==> config.mk <==
export PLATFORM = sky130hd
export DESIGN_NAME = pipeline_ctrl
export DESIGN_NICKNAME = d
export VERILOG_FILES = /design/src/rtl/pipeline_ctrl.sv
export SDC_FILE = /design/constraint.sdc
export NUM_CORES = 1
export LEC_CHECK = 0
export ABC_CLOCK_PERIOD_IN_PS = 4450
export CAP_MARGIN = 0
export CELL_PAD_IN_SITES_DETAIL_PLACEMENT = 0
export CELL_PAD_IN_SITES_GLOBAL_PLACEMENT = 1
export CORE_ASPECT_RATIO = 0.7
export CORE_UTILIZATION = 40
export DETAILED_ROUTE_END_ITERATION = 16
export GPL_ROUTABILITY_DRIVEN = 0
export GPL_TIMING_DRIVEN = 1
export MAX_ROUTING_LAYER = met4
export PLACE_DENSITY_LB_ADDON = 0.1
export SYNTH_ARGS = -nofsm -noshare
export SYNTH_HDL_FRONTEND = slang
export SYNTH_SLANG_ARGS = --single-unit
==> constraint.sdc <==
create_clock -name clk -period 4.45 [get_ports clk]
set_clock_uncertainty 0.2 [all_clocks]
set_input_delay 0.445 -clock clk [delete_from_list [all_inputs] [get_ports clk]]
set_output_delay 0.445 -clock clk [all_outputs]
set_load 0.1 [all_outputs]
==> src/rtl/pipeline_ctrl.sv <==
// Hazard and sequencing controller for the five-stage F/D/E/M/W pipeline:
// per-stage stall/bubble generation, memory-timeout watchdog and perf counters.
module pipeline_ctrl #(
  parameter int unsigned CNT_W       = 32,
  parameter int unsigned MEM_TO      = 255,
  parameter logic [1:0]  WB_SEL_VALM = 2'd1
) (
  input  logic             clk,
  input  logic             rst,
  input  logic [4:0]       dec_i_rs1,
  input  logic [4:0]       dec_i_rs2,
  input  logic             dec_i_is_system,
  input  logic             dec_i_need_jump,
  input  logic             regE_i_valid,
  input  logic             regM_i_valid,
  input  logic             regW_i_valid,
  input  logic [4:0]       regE_i_wb_rd,
  input  logic             regE_i_wb_reg_wen,
  input  logic [1:0]       regE_i_wb_valD_sel,
  input  logic             mem_i_req,
  input  logic             mem_i_ready,
  output logic             regF_o_stall,
  output logic             regD_o_stall,
  output logic             regE_o_stall,
  output logic             regM_o_stall,
  output logic             regD_o_bubble,
  output logic             regE_o_bubble,
  output logic             regW_o_bubble,
  output logic [1:0]       ctrl_o_state,
  output logic             ctrl_o_mem_timeout,
  output logic [CNT_W-1:0] perf_o_stall_cnt,
  output logic [CNT_W-1:0] perf_o_flush_cnt
);

  typedef enum logic [1:0] {
    RUN      = 2'd0,
    MEM_WAIT = 2'd1,
    DRAIN    = 2'd2,
    ERR      = 2'd3
  } state_t;

  localparam int unsigned WCNT_W   = (MEM_TO < 2) ? 1 : $clog2(MEM_TO + 1);
  // The cycle that entered MEM_WAIT and the current cycle are both wait
  // cycles, so the stored count trails the consecutive total by two.
  localparam int unsigned TO_LIM_I = (MEM_TO >= 2) ? MEM_TO - 2 : 0;
  localparam logic [WCNT_W-1:0] TO_LIM  = TO_LIM_I[WCNT_W-1:0];
  localparam logic [CNT_W-1:0]  CNT_ONE = {{(CNT_W-1){1'b0}}, 1'b1};

  state_t            state;
  state_t            state_nxt;
  logic [WCNT_W-1:0] wait_cnt;

  logic memwait;
  logic loaduse;
  logic pipebusy;
  logic sysdrain;

  function automatic logic [WCNT_W-1:0] sat_inc(input logic [WCNT_W-1:0] v);
    sat_inc = (&v) ? v : v + {{(WCNT_W-1){1'b0}}, 1'b1};
  endfunction

  assign memwait  = mem_i_req & ~mem_i_ready;
  assign loaduse  = regE_i_valid & regE_i_wb_reg_wen & (regE_i_wb_rd != 5'd0) &
                    (regE_i_wb_valD_sel == WB_SEL_VALM) &
                    ((regE_i_wb_rd == dec_i_rs1) | (regE_i_wb_rd == dec_i_rs2));
  assign pipebusy = regE_i_valid | regM_i_valid | regW_i_valid;
  assign sysdrain = dec_i_is_system & pipebusy;

  always_ff @(posedge clk or negedge rst) begin
    if (!rst) begin
      state <= RUN;
    end else begin
      state <= state_nxt;
    end
  end

  always_comb begin
    state_nxt = state;
    case (state)
      RUN: begin
        if (memwait) begin
          state_nxt = MEM_WAIT;
        end else if (sysdrain) begin
          state_nxt = DRAIN;
        end
      end
      MEM_WAIT: begin
        if (mem_i_ready) begin
          state_nxt = RUN;
        end else if (memwait && (wait_cnt >= TO_LIM)) begin
          state_nxt = ERR;
        end
      end
      DRAIN: begin
        if (memwait) begin
          state_nxt = MEM_WAIT;
        end else if (!pipebusy) begin
          state_nxt = RUN;
        end
      end
      default: state_nxt = ERR;
    endcase
  end

  // A jump only flushes when nothing holds decode; a held jump is simply
  // seen again once decode is released.
  always_comb begin
    regF_o_stall  = 1'b0;
    regD_o_stall  = 1'b0;
    regE_o_stall  = 1'b0;
    regM_o_stall  = 1'b0;
    regD_o_bubble = 1'b0;
    regE_o_bubble = 1'b0;
    regW_o_bubble = 1'b0;
    if ((state == ERR) || memwait) begin
      regF_o_stall  = 1'b1;
      regD_o_stall  = 1'b1;
      regE_o_stall  = 1'b1;
      regM_o_stall  = 1'b1;
      regW_o_bubble = 1'b1;
    end else if (loaduse || sysdrain) begin
      regF_o_stall  = 1'b1;
      regD_o_stall  = 1'b1;
      regE_o_bubble = 1'b1;
    end else if (dec_i_need_jump) begin
      regD_o_bubble = 1'b1;
    end
  end

  assign ctrl_o_state       = state;
  assign ctrl_o_mem_timeout = (state == ERR);

  always_ff @(posedge clk or negedge rst) begin
    if (!rst) begin
      wait_cnt <= '0;
    end else if (state != MEM_WAIT) begin
      wait_cnt <= '0;
    end else if (memwait) begin
      wait_cnt <= sat_inc(wait_cnt);
    end
  end

  always_ff @(posedge clk or negedge rst) begin
    if (!rst) begin
      perf_o_stall_cnt <= '0;
      perf_o_flush_cnt <= '0;
    end else begin
      if (regF_o_stall) begin
        perf_o_stall_cnt <= perf_o_stall_cnt + CNT_ONE;
      end
      if (regD_o_bubble) begin
        perf_o_flush_cnt <= perf_o_flush_cnt + CNT_ONE;
      end
    end
  end

endmodule

==> flow_summary.yaml <==
cts:
  clkTransAtPathRegs_ns: 0.06
  numCtsBuffers: 9
  post_cts.repair.setup_buffers: 0
  root_buffer: "clkbuf_16"
  cts.repair.resized: 0
  cts_max_level: 3
  clock-sinks: 74
  clock_path_buffers: 2
  cts_tree: "done"
  hold_buffers: 0
  clock_latency_ns: 0.33
routing:
  wl_met1_mm: 3.99
  ant_nets: 0
  wire_per_inst_um: 13.7
  drt_first_pass_iters: 4
  route.met2.wl_mm: 3.37
  drc: 0
  dr.first_iter.drc_count: 79
  via_per_inst: 4.89
  dr_wl_met3_um: 486
  num_vias: 2855
  routed_wl_mm: 7.98
  highest_layer: "met4"
logic_synthesis:
  synth_top_cell_area_share: 0.486
  synthTopCellsByArea: "dfrtp_1, xnor2_1, xor2_1, nand3_1, nor4_2"
  synth_top_area_cell: "dfrtp_1"
  async_flop_share: 1.00
  synthMuxAreaShare: 0.00592
  synthFlopType: "dfrtp_1"
  synth_edf_count: 0
  avgSynthCellArea_um2: 10.8
  synthSimpleGateAreaFrac: 0.252
  yosysSeqAreaShare: 0.486
  synthCells: 354
  synth_fa_ha_area_frac: 0.0164
  synth_top_family_by_area: "simple AND/OR/NAND/NOR gates"
  yosysWarnings: 0
  synth_compound_area_frac: 0.0296
  synth.distinct_cells: 43
  syn_nets: 386
  ys_ff_latch: 74
  synth_xor_area_frac: 0.182
  synth_area_um2: 3810
floorplan:
  die_y_um: 83.6
  coreArea_um2: 9140
  num_io_pins: 101
  die_w_um: 119
  initial_utilization: 0.416
  dieArea_um2: 9920
  num_rows: 29
critical_path:
  path_class: "input pin to primary output"
  crit_required_ns: 3.81
  cpMaxStageDelayCell: "a21oi_4"
  critPathCaptureType: "primary output"
  r2r_start: "ctrl_o_state[0]$_DFFE_PN0P_"
  critPathMaxStageDelay_ns: 0.48
  cp_cell_sequence: "clkdlybuf4s50_1, nor3_1, nand2b_1, nand2_1, a21oi_4, inv_1, buf_4"
  worst_setup_path_start_kind: "input pin"
  crit_arrival_ns: 2.37
  cp_top_family: "buffers and inverters"
  cp_max_fo: 18
  critical_path_buf_inv_count: 3
  cp-startpoint: "regE_i_valid"
grt:
  grt_util_all_layers: 0.181
  grt_max_degree: 75
  grt_pass1_vias: 2692
  antenna_found_initial: 0
  overflow: 0
  grt_pass1_wl_mm: 13.6
cells_and_area:
  fillers: 808
  areaGrowthSynthToFinish_pct: 37.3
  diodes: 0
  nets: 487
  drive_above_1_share: 0.115
  fin_area_um2: 5230
  utilization: 0.572
hold_path:
  hold_class: "input pin to async pin"
flow_run:
  drv.max_cap_violation_count: 0
timing:
  max_slew_margin: 0.246
  fin_setup_tns_ns: 0
  hold_viol_final: 0
  whs_ns: 0.0423
  min_period_over_period: 0.679
  grt_setup_unrepaired: "no"
  period_needed_ns: 3.02
  maxSlewViolCount: 0
  fmax_mhz: 331
  finalSetupViolCount: 0
  worst_slew_pin_slew_ns: 1.13
place:
  port_buffers: 100
  dpl_cell_area_um2: 4900
  dp_hpwl_mm: 5.77
status:
  outcome: "completed"
pwr:
  leakage_nw: 2.07
  p_total_w: 0.00302
  ir_drop_uv: 562
  powerDensity_nw_per_um2: 579
-- per-layer routing --
layer  global-route usage  vias to the layer above
li1                     -                     1417
met1                0.246                     1333
met2                0.252                       94
met3               0.0519                       11
met4               0.0725                        0
met5                    -                        -
-- registers in the layout, indices dropped and copies added, names as in the netlist --
register and cells:
perf_o_flush_cnt 32, perf_o_stall_cnt 32, ctrl_o_state 2, wait_cnt 8
-- path summary, 6_finish.rpt --
kind	end	slack, ns	cells past startpoint
worst max-delay path	regF_o_stall	1.43	7
worst max register to register	perf_o_flush_cnt[30]$_DFFE_PN0P_	1.69	6
worst min-delay path	perf_o_stall_cnt[29]$_DFFE_PN0P_	0.04	1
max in group asynchronous	perf_o_flush_cnt[31]$_DFFE_PN0P_	3.41	1
min in group clk	perf_o_stall_cnt[31]$_DFFE_PN0P_	0.27	1
worst min register to register	perf_o_stall_cnt[31]$_DFFE_PN0P_	0.27	1
-- synthesized netlist by cell type, types with 5 or more instances --
library cell	instances
ha_1	5
xor2_1	35
nor3_1	14
nor4_2	9
nor2_1	25
nand3_1	31
dfrtp_1	74
xnor2_1	44
nand2_1	28
nand4_1	16
inv_1	12
nand2b_1	7
-- final cells by class --
cell class              instances  area [um2]  share of cell area
multi-input cells             257        1860               0.355
flip-flops and latches         74        1850               0.354
repair buffers                101         988               0.189
clock buffers                  10         239              0.0457
well taps                     124         155              0.0297
clock inverters                 6        90.1              0.0172
inverters                      12        45.0             0.00862
-- logic make-up (layout without fill, tap and decap cells) --
family,Yosys count,count (layout)
AOI/OAI and AO/OA,13,13
xor gates and xnor gates,79,79
adders and majority gates,5,5
buffers and inverters,23,129
DFF,74,74
muxes,2,2
and+or+nand+nor,158,158
-- metrics by stage --
step,setup slack [ns],std cells
4_1_cts,1.42,584
5_1_grt,1.16,584
3_5_place_dp,1.33,568
2_1_floorplan,0.184,354
3_3_place_gp,1.46,568
6_report,1.43,584
-- power by group --
part | internal [W] | total [W] | switching [W]
clock network | 0.000507 | 0.000790 | 0.000283
registers | 0.000763 | 0.000892 | 0.000130
logic | 0.000303 | 0.00134 | 0.00104
total | 0.00157 | 0.00302 | 0.00145
-- cells in the final DEF, fill, tap and decap left out, types with 3 or more instances in the layout --
master,count
and2_1,4
nand3_1,31
buf_4,9
nand2b_1,7
nor4b_2,3
inv_1,12
nand2_1,28
a21oi_1,4
clkdlybuf4s50_1,92
clkbuf_16,9
xor2_1,35
nor2_1,25
xnor2_1,44
nor3_1,14
nor4_2,9
dfrtp_1,74
nand4_1,16
ha_1,5
nor3b_1,3
and3_1,3
(Power assumes the default switching activity.)
